**config.mk**
```make
export PLATFORM = sky130hd
export DESIGN_NAME = spi_slave_regs
export DESIGN_NICKNAME = d
export VERILOG_FILES = /design/src/rtl/spi_slave_regs.sv
export SDC_FILE = /design/constraint.sdc
export NUM_CORES = 2
export LEC_CHECK = 0
export CELL_PAD_IN_SITES_DETAIL_PLACEMENT = 0
export CELL_PAD_IN_SITES_GLOBAL_PLACEMENT = 1
export CORE_MARGIN = 2
export CORE_UTILIZATION = 55
export DETAILED_ROUTE_END_ITERATION = 8
export DONT_BUFFER_PORTS = 1
export PLACE_DENSITY_LB_ADDON = 0.3
export SLEW_MARGIN = 20
export SYNTH_ARGS = -nofsm -noshare
export SYNTH_HDL_FRONTEND = slang
export SYNTH_SLANG_ARGS = --single-unit
```
**constraint.sdc**
```tcl
create_clock -name clk_i -period 8.45 [get_ports clk_i]
set_input_delay 0.4225 -clock clk_i [delete_from_list [all_inputs] [get_ports clk_i]]
set_output_delay 0.4225 -clock clk_i [all_outputs]
set_load 0.01 [all_outputs]
```
**src/rtl/spi_slave_regs.sv**
```systemverilog
//------------------------------------------------------------------------------
// spi_slave_regs : SPI mode-0 responder with an oversampled pin interface and
//                  a 2^ADDR_W x 8 register bank (read-only ID at RO_ADDR).
// Revision       : 1.0
//------------------------------------------------------------------------------
`default_nettype none

module spi_slave_regs #(
    parameter int                ADDR_W  = 7,
    parameter logic [ADDR_W-1:0] RO_ADDR = 7'h75,
    parameter logic [7:0]        RO_VAL  = 8'h68
) (
    input  logic              clk_i,
    input  logic              rst_ni,
    input  logic              SCLK_i,
    input  logic              SS_ni,
    input  logic              MOSI_i,
    output logic              MISO_o,
    output logic              MISO_oe_o,
    input  logic [ADDR_W-1:0] reg_addr_i,
    output logic [7:0]        reg_rdata_o,
    output logic              wr_strobe_o,
    output logic [ADDR_W-1:0] wr_addr_o,
    output logic [7:0]        wr_data_o,
    output logic              busy_o,
    output logic              frame_err_o
);

    localparam int DEPTH = 1 << ADDR_W;

    typedef enum logic [1:0] {
        S_IDLE = 2'd0,
        S_CMD  = 2'd1,
        S_RD   = 2'd2,
        S_WR   = 2'd3
    } state_t;

    state_t            state_q, state_d;
    logic [2:0]        sclk_q, ss_q;
    logic [1:0]        mosi_q;
    logic [2:0]        bit_cnt_q, bit_cnt_d;
    logic [7:0]        rx_q, rx_d;
    logic [7:0]        tx_q, tx_d;
    logic [ADDR_W-1:0] addr_q, addr_d;
    logic              wr_strobe_q, wr_strobe_d;
    logic [ADDR_W-1:0] wr_addr_q, wr_addr_d;
    logic [7:0]        wr_data_q, wr_data_d;
    logic              frame_err_q, frame_err_d;
    logic              bank_we;
    logic [7:0]        bank_q [DEPTH];

    logic              w_sclk_rise, w_sclk_fall, w_ss_rise, w_ss_fall;
    logic [7:0]        w_rx_next, w_spi_rdata;

    // SS chain resets low so a select already asserted at reset release
    // never looks like a falling edge.
    always_ff @(posedge clk_i or negedge rst_ni) begin
        if (!rst_ni) begin
            sclk_q <= '0;
            ss_q   <= '0;
            mosi_q <= '0;
        end else begin
            sclk_q <= {sclk_q[1:0], SCLK_i};
            ss_q   <= {ss_q[1:0], SS_ni};
            mosi_q <= {mosi_q[0], MOSI_i};
        end
    end

    assign w_sclk_rise = sclk_q[1] & ~sclk_q[2];
    assign w_sclk_fall = ~sclk_q[1] & sclk_q[2];
    assign w_ss_rise   = ss_q[1] & ~ss_q[2];
    assign w_ss_fall   = ~ss_q[1] & ss_q[2];
    assign w_rx_next   = {rx_q[6:0], mosi_q[1]};
    assign w_spi_rdata = (addr_q == RO_ADDR) ? RO_VAL : bank_q[addr_q];

    always_comb begin
        state_d     = state_q;
        bit_cnt_d   = bit_cnt_q;
        rx_d        = rx_q;
        tx_d        = tx_q;
        addr_d      = addr_q;
        wr_strobe_d = 1'b0;
        wr_addr_d   = wr_addr_q;
        wr_data_d   = wr_data_q;
        frame_err_d = 1'b0;
        bank_we     = 1'b0;

        if (w_ss_rise) begin
            state_d     = S_IDLE;
            frame_err_d = (bit_cnt_q != 3'd0);
            bit_cnt_d   = 3'd0;
            tx_d        = 8'h00;
        end else if (w_ss_fall) begin
            if (state_q == S_IDLE) begin
                state_d   = S_CMD;
                bit_cnt_d = 3'd0;
                tx_d      = 8'h00;
            end
        end else if (state_q != S_IDLE) begin
            if (w_sclk_rise) begin
                rx_d      = w_rx_next;
                bit_cnt_d = bit_cnt_q + 3'd1;
                if (bit_cnt_q == 3'd7) begin
                    if (state_q == S_CMD) begin
                        addr_d  = w_rx_next[ADDR_W-1:0];
                        state_d = w_rx_next[7] ? S_RD : S_WR;
                    end else if (state_q == S_WR) begin
                        if (addr_q != RO_ADDR) begin
                            bank_we     = 1'b1;
                            wr_strobe_d = 1'b1;
                            wr_addr_d   = addr_q;
                            wr_data_d   = w_rx_next;
                        end
                        addr_d = addr_q + 1'b1;
                    end
                end
            end else if (w_sclk_fall) begin
                if (bit_cnt_q == 3'd0) begin
                    if (state_q == S_RD) begin
                        tx_d   = w_spi_rdata;
                        addr_d = addr_q + 1'b1;
                    end else begin
                        tx_d = 8'h00;
                    end
                end else begin
                    tx_d = {tx_q[6:0], 1'b0};
                end
            end
        end
    end

    always_ff @(posedge clk_i or negedge rst_ni) begin
        if (!rst_ni) begin
            state_q     <= S_IDLE;
            bit_cnt_q   <= '0;
            rx_q        <= '0;
            tx_q        <= '0;
            addr_q      <= '0;
            wr_strobe_q <= 1'b0;
            wr_addr_q   <= '0;
            wr_data_q   <= '0;
            frame_err_q <= 1'b0;
        end else begin
            state_q     <= state_d;
            bit_cnt_q   <= bit_cnt_d;
            rx_q        <= rx_d;
            tx_q        <= tx_d;
            addr_q      <= addr_d;
            wr_strobe_q <= wr_strobe_d;
            wr_addr_q   <= wr_addr_d;
            wr_data_q   <= wr_data_d;
            frame_err_q <= frame_err_d;
        end
    end

    always_ff @(posedge clk_i or negedge rst_ni) begin
        if (!rst_ni) begin
            for (int i = 0; i < DEPTH; i++) begin
                bank_q[i] <= 8'h00;
            end
        end else if (bank_we) begin
            bank_q[addr_q] <= w_rx_next;
        end
    end

    assign reg_rdata_o = (reg_addr_i == RO_ADDR) ? RO_VAL : bank_q[reg_addr_i];
    assign MISO_o      = tx_q[7];
    assign busy_o      = (state_q != S_IDLE);
    assign MISO_oe_o   = busy_o;
    assign wr_strobe_o = wr_strobe_q;
    assign wr_addr_o   = wr_addr_q;
    assign wr_data_o   = wr_data_q;
    assign frame_err_o = frame_err_q;

endmodule

`default_nettype wire

```
* Yosys cells after proc, flatten, opt, wreduce, memory -nomap -nowiden
Cells that the tools add are included.
Storage, ports and cells: bits in registers 1076, input port bits 12, output and inout port bits 28
Operators by class: add/sub/neg operators 2, $lt $le $gt $ge 3, equality and inequality tests 11, multiplexer cells 48, bitwise gates (word level) 13, reductions and logical operators 19
Operator list (count):
- $bwmux 1024 | 1
- $mux 8 | 15
- $bmux 8 s7 | 2
- $demux 8 s7 | 1
- $mux 7 | 7
- $reduce_bool 3->1 | 6
- $ge 8x8->1 const B | 2
- $not 7->8 | 2
- $reduce_and 8->1 | 2
- $mux 3 | 5
- $eq 7x7->1 const B | 2
- $mux 2 | 7
- $mux 1 | 10
- $lt 8x1->1 const B | 1
- $reduce_and 4->1 | 2
- $reduce_bool 2->1 | 4
- $add 7x1->7 const B | 1
- $ne 7x7->1 const B | 1
- $not 1->1 | 7
- $ne 3x1->1 const B | 2
- $reduce_and 5->1 | 1
- $and 1x1->1 | 4
- $eq 2x2->1 const B | 2
- $add 3x1->3 const B | 1
- other kinds (8) | 8

* Longest topological paths before layout
depth in word-level cells 12, mapped depth 14

* Worst setup path before layout
Ideal clock, no wire load.
path type register -> register, start register addr_q[1], end register bank_q[224] in the netlist's numbering, library setup time 0.125 ns, arrival 3.458 ns, data required time 8.325 ns, slack 4.867 ns, cell stages (with the launch flop) 15, period minus slack after synthesis 3.583 ns, path through dfrtp_1 > buf_2 > clkinv_1 > clkbuf_1 > buf_1 > clkbuf_1 > ha_1 > nand2_1 > or4_1 > nor2b_1 > buf_2 > nand2_2 > nor2_2 > nand2_1 > mux2_2
On the way: cells in the longest elaborated chain, start to end 9
RTL lines:
- from (decl) | RTL line 44 | logic [ADDR_W-1:0] addr_q, addr_d;
- from (signal assigned) | RTL line 148 | addr_q <= addr_d;
- $ne 7x7->1 | RTL line 108 | if (addr_q != RO_ADDR) begin
- $mux 1 | RTL line 108
- $mux 1 | RTL line 107 | end else if (state_q == S_WR) begin
- $mux 1 | RTL line 104 | if (state_q == S_CMD) begin
- $mux 1 | RTL line 103 | if (bit_cnt_q == 3'd7) begin
- $mux 1 | RTL line 100 | if (w_sclk_rise) begin
- $mux 1 | RTL line 99 | end else if (state_q != S_IDLE) begin
- $mux 1 | RTL line 93 | end else if (w_ss_fall) begin
- $mux 1 | RTL line 88 | if (w_ss_rise) begin
- to (signal, indexed assignment) | RTL line 162 | bank_q[addr_q] <= w_rx_next;
- to (decl) | RTL line 50 | logic [7:0] bank_q [DEPTH];
Several ways; a longest one is shown, not always the timed one. A chain may end at the register's enable or synchronous reset.

* Worst setup path after layout
start register addr_q[1], end register tx_q[2]
On the way: cells in the longest elaborated chain, start to end 12
RTL lines:
- $not 7->8 (not written as such) | RTL line 74 | assign w_spi_rdata = (addr_q == RO_ADDR) ? RO_VAL : bank_q[addr_q];
- $bmux 8 s7 | RTL line 74
- $mux 8 (not written as such) (2 in series) | RTL line 74
- $mux 8 * | RTL line 74
- $mux 8 * | RTL line 119 | if (state_q == S_RD) begin
- $mux 8 * | RTL line 118 | if (bit_cnt_q == 3'd0) begin
- $mux 8 * | RTL line 117 | end else if (w_sclk_fall) begin
- $mux 8 * | RTL line 100
- $mux 8 * | RTL line 99
- $mux 8 * | RTL line 93
- $mux 8 * | RTL line 88
- to (signal assigned) | RTL line 147 | tx_q <= tx_d;
- to (decl) | RTL line 43 | logic [7:0] tx_q, tx_d;
Every way passes the cells marked *; elsewhere a longest branch is shown, timed or not. The select of a mux whose other input is x is not followed.

==> out/metrics.yaml <==
finalWorstSetupSlack_ns: 3.23
layout.nets: 4219
gr_usage_total: 0.375
worst_r2r_startpoint: "addr_q[1]"
critPathArrivalTime_ns: 5.81
critical_path_class: "flop to flop"
detailedRoute.firstIterationViolations: 5661
synth_commonest_cells: "sky130_fd_sc_hd__dfrtp_1 (1076), sky130_fd_sc_hd__mux2_2 (1047), sky130_fd_sc_hd__mux4_2 (274)"
die_height_um: 327
cap_viol_max_count: 0
grt_pass1_vias: 41000
rsz_0062_raised_after_global_routing: "false"
outcome: "finished, violations left"
core-area_um2: 103000
holdCritPathClass: "primary input to flop"
final_cell_count_no_fill: 5680
failing_checks: "slew limit"
worst_setup_slack_for_register_to_register_paths_ns: 3.23
cp_capture_type: "flop"
synth_top_area_frac: 0.470
die_w_um: 327
synth-seq-cells: 1076
cts.root.buffer_cell: "sky130_fd_sc_hd__clkbuf_16"
finalHoldViolCount: 0
cellLeakagePower_nw: 28.3
number_of_flops_mapped_to_enable_cells_by_yosys: 0
postRouteAntennaNets: 0
floorplan.io_pins: 40
grt_first_pass_wirelength_mm: 293
req_time_crit_path_ns: 9.03
maxUsedRoutingLayer: "met5"
post_synth_num_cell_types: 70
cts-root-to-sink-buffers: 3
seq_area_frac_synth: 0.470
route.layer.met1.wl_mm: 78.4
finalPower_mw: 11.7
placedInstanceArea_um2: 58000
rows: 118
cts_tree: "yes"
pre_cts_slack_ns: 3.54
timing.hold.ws_ns: 0.252
clkSlewWorstSetupHoldPaths_ns: 0.06
postRouteWirelength_mm: 201
cts-buffers-inserted: 118
remaining_drc_errors: 0
crit_cells: 8
setup.worst_path.end: "tx_q[2]"
crit_family: "simple AND/OR/NAND/NOR gates"
final_core_utilization: 0.603
routed-wl-met2_mm: 87.6
peakVddDrop_mv: 0.168
postSynthNetCount: 4388
fmax_mhz: 191
post_route_fraction_of_the_period_consumed_by_the_critical_path: 0.618
portBuffers: 0
drt-vias-per-instance: 7.33
initial_utilization: 0.554
start_kind: "flop"
fin_tns_setup_ns: 0
dr_wl_met3_mm: 23.0
synth_warnings: 0
post_synthesis_async_set_or_reset_flop_share: 1.00
place.gp.congestion: 0.910
avgRoutedWirePerCell_um: 35.4
layout_area_growth_over_synthesis_pct: 8.79
power_density_nw_per_um2: 187
synth_area_um2: 57300
synth_top_area_cell: "sky130_fd_sc_hd__dfrtp_1"
ff2ff_path_depth: 8
grt_max_degree: 1077
syn-instance-count: 4367
clock_skew_ns: 0.0279
route.vias.total: 41600
synthTopCellsByArea: "sky130_fd_sc_hd__dfrtp_1 (47%), sky130_fd_sc_hd__mux2_2 (21%), sky130_fd_sc_hd__mux4_2 (11%)"
drive_gt1_frac: 0.388
layout.cell_area.non_filler_um2: 62400
yosys.cell_count.top_type: "sky130_fd_sc_hd__dfrtp_1"
worst-slew-pin-transition_ns: 1.66
longest_individual_stage_delay_on_the_worst_path_ns: 0.87
setup_viol_count_final: 0
grt_overflow: 0
synthFlopType: "sky130_fd_sc_hd__dfrtp_1"
dp_hpwl_mm: 120
clock_insertion_delay_worst_skew_ns: 0.74
antenna_found_initial: 7
first_pass_iters: 6
path_buf_inv: 2
place_inst: 5447
finalWorstPathRequiredPeriod_ns: 5.22
htree_num_levels: 3
clock_sinks: 1076
crit_path_slowest_cell: "sky130_fd_sc_hd__nor4b_1"
startpoint: "addr_q[1]"
worst_r2r_endpoint: "tx_q[2]"
post_synth.cell_area_avg_um2: 13.1
maxSlewHeadroom: -0.104
slew_viol_final: 62
highest_net_fanout_along_the_worst_path: 49
die-area_um2: 107000
crit_path_cell_trace: "buf_4 > buf_4 > nand2b_1 > o21ai_0 > a221oi_1 > o21ai_0 > nor4b_1 > o211ai_1"
[worst reg2reg max path: cells and delay by family, from the launching register on]
family	cells	cell delay, ns
and+or+nand+nor	2	1.74
DFF	1	0.81
buffers and inverters	2	1.24
AOI/OAI and AO/OA	4	1.29
[metal layers]
layer / track usage / vias up
li1: - / 16600
met1: 0.518 / 21800
met2: 0.547 / 2615
met3: 0.103 / 636
met4: 0.187 / 2
met5: 0 / -
[cell type report]
class / instances / area [µm²]
fill: 8090 / 41100
multi-input combinational: 2896 / 28700
antenna: 1 / 2.50
sequential: 1076 / 27000
tap: 1380 / 1730
inverter: 20 / 78.8
clock inverter: 43 / 604
timing repair buffer: 86 / 833
clock buffer: 178 / 3490
[cells by family (layout without fill, tap and decap cells)]
kind of cell,Yosys count,after routing,share of synthesized area
other cells,0,1,0
flops,1076,1076,0.470
mux,1573,1573,0.358
compound gates,791,791,0.0979
simple gates,523,523,0.0406
fa+ha+maj,9,9,0.00196
buf+inv,395,327,0.0320
[power by group]
group          internal, mW  total (mW)  switching [mW]
Combinational         0.162       0.758           0.597
Clock                  3.24        5.48            2.24
Sequential             5.18        5.46           0.282
[state kept, by name (all words and copies together), names as in the netlist, 2 cells and up]
| signal | count |
|---|---|
| addr_q | 7 |
| bank_q | 1024 |
| bit_cnt_q | 3 |
| mosi_q | 2 |
| rx_q | 7 |
| sclk_q | 3 |
| ss_q | 3 |
| state_q | 2 |
| tx_q | 8 |
| wr_addr_o | 7 |
| wr_data_o | 8 |
[how the worst min path moves through the flow]
| stage | end | cells past startpoint | slack, ns | start |
|---|---|---|---|---|
| 2_1_floorplan | addr_q[0] | 0 | 0.13 | rst_ni |
| 5_1_grt | mosi_q[0] | 1 | 0.25 | MOSI_i |
| 3_3_place_gp | bank_q[125] | 0 | 0.20 | rst_ni |
| 4_1_cts | bank_q[123] | 0 | -0.58 | rst_ni |
| 6_report | mosi_q[0] | 1 | 0.25 | MOSI_i |
| 3_5_place_dp | bank_q[123] | 0 | 0.19 | rst_ni |
[repair_timing]
item,CTS,global route
buffers inserted,0,0
endpoints found under the hold margin,1079,416
hold buffers,3,2
endpoints found under the setup margin,0,0
gates resized for setup,0,0
[cells in the final DEF, fill, tap and decap left out, types with 73 or more instances in the layout]
| cell type | n |
|---|---|
| sky130_fd_sc_hd__nand2_1 | 252 |
| sky130_fd_sc_hd__a22oi_1 | 73 |
| sky130_fd_sc_hd__mux2_2 | 1047 |
| sky130_fd_sc_hd__o221ai_1 | 77 |
| sky130_fd_sc_hd__o21ai_0 | 140 |
| sky130_fd_sc_hd__a221oi_1 | 105 |
| sky130_fd_sc_hd__clkbuf_16 | 118 |
| sky130_fd_sc_hd__mux2i_1 | 222 |
| sky130_fd_sc_hd__a21oi_1 | 147 |
| sky130_fd_sc_hd__nor2_1 | 110 |
| sky130_fd_sc_hd__mux4_2 | 274 |
| sky130_fd_sc_hd__dfrtp_1 | 1063 |
(Power assumes the default switching activity.)
